[config.mk]
export PLATFORM = sky130hd
export DESIGN_NAME = flt_status_ctrl
export DESIGN_NICKNAME = d
export VERILOG_FILES = /design/src/rtl/com_pkg.sv /design/src/rtl/flt_dgl.sv /design/src/rtl/flt_status_ctrl.sv
export SDC_FILE = /design/constraint.sdc
export NUM_CORES = 1
export LEC_CHECK = 0
export CORE_MARGIN = 1
export CORE_UTILIZATION = 42
export CTS_CLUSTER_DIAMETER = 40
export CTS_CLUSTER_SIZE = 8
export DETAILED_ROUTE_END_ITERATION = 10
export HOLD_SLACK_MARGIN = 0.1
export PLACE_DENSITY = 0.76
export SYNTH_ARGS = -nofsm -noshare
export SYNTH_HDL_FRONTEND = slang
export SYNTH_SLANG_ARGS = --single-unit
[constraint.sdc]
create_clock -name clk -period 3.8 [get_ports clk]
set_clock_uncertainty 0.05 [all_clocks]
set_input_delay 0.57 -clock clk [delete_from_list [all_inputs] [get_ports clk]]
set_output_delay 0.57 -clock clk [all_outputs]
set_load 0.02 [all_outputs]
[src/rtl/com_pkg.sv]
`default_nettype none
// ============================================================================
// Module      : com_pkg
// Description : Shared types and default sizing for the fault status block.
// Revision    : 1.0 - initial release
// ============================================================================
package com_pkg;

    typedef enum logic {
        INTB_LEVEL = 1'b0,
        INTB_PULSE = 1'b1
    } intb_mode_e;

    localparam int FLT_NUM_DFT      = 8;
    localparam int FLT_DGL_W_DFT    = 4;
    localparam int INTB_PULSE_W_DFT = 8;

endpackage
`default_nettype wire

[src/rtl/flt_dgl.sv]
`default_nettype none
// ============================================================================
// Module      : flt_dgl
// Description : Single-channel fault deglitch; FLT_DGL_EN selects the counter
//               qualifier, otherwise the raw level is simply registered.
// Revision    : 1.0 - initial release
// ============================================================================
module flt_dgl
    import com_pkg::*;
#(
    parameter int DGL_W = FLT_DGL_W_DFT
) (
    input  logic             clk,
    input  logic             rst_n,
    input  logic             flt_raw,
    input  logic [DGL_W-1:0] dgl_thr,
    output logic             flt_vld
);

    logic r_vld;

`ifdef FLT_DGL_EN
    localparam logic [DGL_W-1:0] c_cnt_one = DGL_W'(1);

    logic [DGL_W-1:0] r_cnt;

    // Comparing with >= lets a lowered threshold qualify on the next edge.
    always_ff @(posedge clk or negedge rst_n) begin
        if (!rst_n) begin
            r_cnt <= '0;
            r_vld <= 1'b0;
        end else if (!flt_raw) begin
            r_cnt <= '0;
            r_vld <= 1'b0;
        end else if (r_cnt >= dgl_thr) begin
            r_vld <= 1'b1;
        end else begin
            r_cnt <= r_cnt + c_cnt_one;
        end
    end
`else
    logic w_unused_thr;
    assign w_unused_thr = ^dgl_thr;

    always_ff @(posedge clk or negedge rst_n) begin
        if (!rst_n) begin
            r_vld <= 1'b0;
        end else begin
            r_vld <= flt_raw;
        end
    end
`endif

    assign flt_vld = r_vld;

endmodule
`default_nettype wire

[src/rtl/flt_status_ctrl.sv]
`default_nettype none
// ============================================================================
// Module      : flt_status_ctrl
// Description : Per-channel fault deglitch (FLT_DGL_EN), sticky W1C status,
//               interrupt mask and level/pulse active-low interrupt.
// Revision    : 1.0 - initial release
// ============================================================================
module flt_status_ctrl
    import com_pkg::*;
#(
    parameter int NUM_FLT      = FLT_NUM_DFT,
    parameter int DGL_W        = FLT_DGL_W_DFT,
    parameter int INTB_PULSE_W = INTB_PULSE_W_DFT
) (
    input  logic               clk,
    input  logic               rst_n,
    input  logic [NUM_FLT-1:0] flt_raw,
    input  logic               reg_wr_en,
    input  logic               reg_wr_sel,
    input  logic [NUM_FLT-1:0] reg_wr_data,
    input  logic [DGL_W-1:0]   dgl_thr,
    input  logic               intb_mode,
    output logic [NUM_FLT-1:0] flt_vld,
    output logic [NUM_FLT-1:0] status,
    output logic [NUM_FLT-1:0] mask,
    output logic               intb
);

    localparam int                c_pcnt_w     = $clog2(INTB_PULSE_W + 1);
    localparam logic [c_pcnt_w-1:0] c_pulse_load = c_pcnt_w'(INTB_PULSE_W);
    localparam logic [c_pcnt_w-1:0] c_pcnt_one   = c_pcnt_w'(1);

    logic [NUM_FLT-1:0]  r_status;
    logic [NUM_FLT-1:0]  r_mask;
    logic [NUM_FLT-1:0]  r_pend_q;
    logic [c_pcnt_w-1:0] r_pcnt;
    logic                r_intb;

    logic [NUM_FLT-1:0]  w_clr;
    logic [NUM_FLT-1:0]  w_status_nxt;
    logic [NUM_FLT-1:0]  w_pend;
    logic                w_irq;
    logic                w_event;
    logic                w_pulse_mode;
    logic [c_pcnt_w-1:0] w_pcnt_nxt;
    logic                w_intb_nxt;

    for (genvar gi = 0; gi < NUM_FLT; gi++) begin : g_dgl
        flt_dgl #(
            .DGL_W (DGL_W)
        ) u_dgl (
            .clk     (clk),
            .rst_n   (rst_n),
            .flt_raw (flt_raw[gi]),
            .dgl_thr (dgl_thr),
            .flt_vld (flt_vld[gi])
        );
    end

    // Set is OR-ed after the clear so an active fault wins over a W1C.
    assign w_clr        = (reg_wr_en && !reg_wr_sel) ? reg_wr_data : '0;
    assign w_status_nxt = (r_status & ~w_clr) | flt_vld;

    assign w_pend       = r_status & ~r_mask;
    assign w_irq        = |w_pend;
    assign w_event      = |(w_pend & ~r_pend_q);
    assign w_pulse_mode = (intb_mode_e'(intb_mode) == INTB_PULSE);

    always_comb begin
        w_pcnt_nxt = r_pcnt;
        if (!w_pulse_mode) begin
            w_pcnt_nxt = '0;
        end else if (w_event) begin
            w_pcnt_nxt = c_pulse_load;
        end else if (r_pcnt != '0) begin
            w_pcnt_nxt = r_pcnt - c_pcnt_one;
        end
    end

    assign w_intb_nxt = w_pulse_mode ? (w_pcnt_nxt == '0) : ~w_irq;

    always_ff @(posedge clk or negedge rst_n) begin
        if (!rst_n) begin
            r_status <= '0;
            r_mask   <= '1;
            r_pend_q <= '0;
            r_pcnt   <= '0;
            r_intb   <= 1'b1;
        end else begin
            r_status <= w_status_nxt;
            if (reg_wr_en && reg_wr_sel) begin
                r_mask <= reg_wr_data;
            end
            r_pend_q <= w_pend;
            r_pcnt   <= w_pcnt_nxt;
            r_intb   <= w_intb_nxt;
        end
    end

    assign status = r_status;
    assign mask   = r_mask;
    assign intb   = r_intb;

endmodule
`default_nettype wire

==> results.txt <==
The logs give 15.9% for the total global-route track usage and 0.713 for the global placement routability congestion. At the pin with the least slew margin, the transition time is 774 ps. The net count after synthesis was 148; the fraction of power spent switching nets was 27.5%. Once placement completed, the tool counted placed cells totaling 203. Summed over all nets, the half-perimeter wirelength after detailed placement is 2.03 mm.

Traced cell by cell, the critical path runs through clkdlybuf4s50_1. For this run, design rule violations remaining after detail routing come to 0. After synthesis the netlist holds a flip-flop and latch count of 37. After detailed routing, the number of vias per cell comes to 4.81. The internal power of the cells totals 0.637 mW. The worst setup path is captured at an output pin.

Across the run, the number of max-cap violations was 0. In this run, post-CTS repair resized a total of 0 instances. Derived from the worst setup path, the maximum achievable clock frequency is 467 MHz. For the final wirelength, the log shows 2.73 mm.

The final-report max-slew violation count is 0. The top cell family by delay on the critical path was buffers and inverters. Height of the die: 62.5 µm.

The final route contains 1,015 vias. A synthesized cell averages 12.6 µm². The startpoint of the worst register-to-register path is mask[6]. Initial DRC count: 22. For the final antenna-violating net count, the log shows 0. Input and output buffers added on the ports amount to 45.

TritonCTS built the clock tree. The global route total overflow was 0. IR analysis of the VDD net gives a maximum drop of 0.349 mV. The fraction of power consumed by sequential logic is 53.4%.

Yosys synthesis warning count: 0. Once the floorplan was initialized, standard cells occupied 44.9% of the core. The worst setup path is launched from a flip-flop. In this run the standard cell core region covers 3420 µm².

The worst hold path belongs to the class in2async. The critical path start-end classification is reg2out. After filler insertion, the fill cell instance count of the layout stands at 295. The clock reaches the later pin of the worst-skew pair after 330 ps.

The tools report the critical register-to-register path endpoint as r_pcnt[1]. The number of buffer and inverter instances along the worst setup path was 1; the aggregate negative setup slack was 0 ps. The via count of the first global-routing pass is 1,072, and the share of the clock period used by the worst path is 56.4%.

The tools report the hold violation count in the final report as 0. The antenna diode count is 0. The logs give 22.7% for the fraction of power consumed by combinational cells and 2030 µm² for the post-route cell area.

The final-report setup violation count came out at 0. In this run, distinct cell masters in the synthesized netlist total 31. The worst reg-to-reg path cell count is 5, and the number of H-tree levels is 2. Setup repair after global routing left no endpoint under its margin. The layout-stage area growth over the synthesis result was 32.2%. The number of buffers added for setup after CTS was 0; the total clock sinks was 37.

The logs give 3900 µm² for the overall die area and 122 for the synthesized instance count. The number of antenna violations at the first check in global routing was 0; the fraction of layout instances using a drive strength above 1 was 18.8%. The maximum number of buffers from clock root to sink came out at 2.

The clock period could shrink to 2140 ps. The first global-routing pass estimated 4.69 mm of wire. The biggest cell delay along the critical path is 610 ps.

The sequential area share after synthesis was 61.0%; the data arrival time of the worst path was 1520 ps. The worst pin sits at a relative slew slack of 48.4%. The first detailed-routing pass took 3 iterations.

In this run the power spent charging and discharging nets is 0.242 mW. The number of placed I/O pins is 50, and the placement row count is 21. Cell area power density: 433 nW/µm².

The tree is rooted in a clkbuf_4. The maximum net fanout on the critical path was 3; the number of CTS-inserted buffers was 5. The post-CTS clock slew at the launch and capture registers of the worst setup and hold paths works out to 100 ps.

The run finished with clean final reports. The logs give 0.833 nW for the static power due to leakage and 190 for the final net count. For this design, the slowest cell found on the critical path is clkdlybuf4s50_1.

Entering global routing, the biggest net connects 38 pins. The clock network accounts for 23.9% of the total power. The die is 62.5 µm wide. After clock tree synthesis, the flow added hold-fix buffers numbering 0. The tools report the area of placed instances as 1970 µm².

Excluding fillers, the count of instances in the completed layout stands at 211. STA puts the critical path data required time at 3180 ps. Summing every instance area after synthesis gives 1540 µm².

Across all register-to-register paths, the minimum setup slack is 1950 ps. After detailed routing, the average wire length per cell comes to 12.9 µm.
cell usage in the layout, fill, tap and decap left out, types with 2 or more instances in the layout:
master / netlist / routed
clkdlybuf4s50_1: 0 / 44
dfrtp_1: 28 / 28
nand2_1: 10 / 10
nor2b_1: 9 / 9
mux2_2: 9 / 9
dfstp_2: 9 / 9
a21o_1: 7 / 7
inv_1: 6 / 6
nor2_1: 6 / 6
clkbuf_4: 0 / 5
nor3b_1: 3 / 3
nor3_1: 3 / 3
mux2i_1: 2 / 2
o21ai_0: 2 / 2
a31oi_1: 2 / 2
clkbuf_1: 2 / 2
layout make-up:
cell class	instances	area [µm²]	area share [%]
well taps	46	57.6	2.84
flip-flops and latches	37	937	46.2
clock buffers	8	58.8	2.90
inverters	6	22.5	1.11
repair buffers	45	445	21.9
multi-input cells	69	508	25.0
Yosys cell counts, drive strengths merged:
cell type | number | share of area (%)
dfrtp | 28 | 46
nand2 | 11 | 2.9
nor2b | 10 | 4.6
dfstp | 9 | 15
mux2 | 9 | 6.6
a21o | 8 | 4.0
buf | 8 | 3.9
inv | 6 | 1.5
nor2 | 6 | 1.5
nor3 | 3 | 0.98
nor3b | 3 | 1.5
o21ai | 3 | 0.98
a31oi | 2 | 0.81
clkbuf | 2 | 0.49
mux2i | 2 | 1.3
a2111o | 1 | 0.73
a2111oi | 1 | 1.8
a211oi | 1 | 0.81
a21boi | 1 | 0.49
a22o | 1 | 0.57
and3b | 1 | 0.57
ha | 1 | 0.81
nand3 | 1 | 0.33
nor4 | 1 | 0.41
or3 | 1 | 0.41
or3b | 1 | 0.57
xnor2 | 1 | 0.57
power by group through the flow:
stage               Clock, mW  Sequential [mW]  Combinational (mW)
floorplan                   0            0.493              0.0997
global placement            0            0.474               0.197
detailed placement          0            0.477               0.202
CTS                     0.217            0.470               0.203
global route            0.242            0.476               0.214
finish                  0.210            0.469               0.199
state kept, by name (all words and copies together), names as in the netlist:
register,flops
r_pcnt,4
g_dgl.u_dgl.flt_vld,8
r_pend_q,8
status,8
intb,1
mask,8
routing by layer:
metal  share of wire (%)  global-route usage (%)  vias up  wire length [µm]
met5                   0                       0        -                 0
met4                 1.8                    6.10        0                48
met3                 5.3                    7.30        5               144
met2                  49                    26.2       25              1340
met1                  44                    17.8      495              1200
li1                    -                       -      490                 -
how the worst max path moves through the flow:
stage                          from        end  slack, ps  cells after the start
after floorplan             mask[6]  r_pcnt[1]       1990                      5
after global placement    reg_wr_en  status[6]       1730                      4
after detailed placement  reg_wr_en  status[6]       1670                      4
after CTS                   mask[6]    mask[6]       1640                      1
after global routing        mask[6]    mask[6]       1580                      1
final                       mask[6]    mask[6]       1660                      1
stage by stage:
step / setup slack [ps] / hold WS, ps / util, % / total power [mW]
after floorplan: 1990 / 224 / - / 0.592
after global placement: 1730 / 383 / 57.7 / 0.671
after detailed placement: 1670 / 396 / 57.7 / 0.679
after CTS: 1640 / 268 / 59.4 / 0.890
after global routing: 1580 / 273 / 59.4 / 0.932
final: 1660 / 245 / 59.4 / 0.879
cell families (layout without fill, tap and decap cells):
logic type,Yosys count,count (layout),synth area share (%)
simple gates,38,38,13.6
buf+inv,16,59,5.87
compound gates,18,18,10.2
mux,11,11,7.91
xor+xnor,1,1,0.571
fa+ha+maj,1,1,0.815
flops,37,37,61.0
Power figures use the tool's default switching activity.
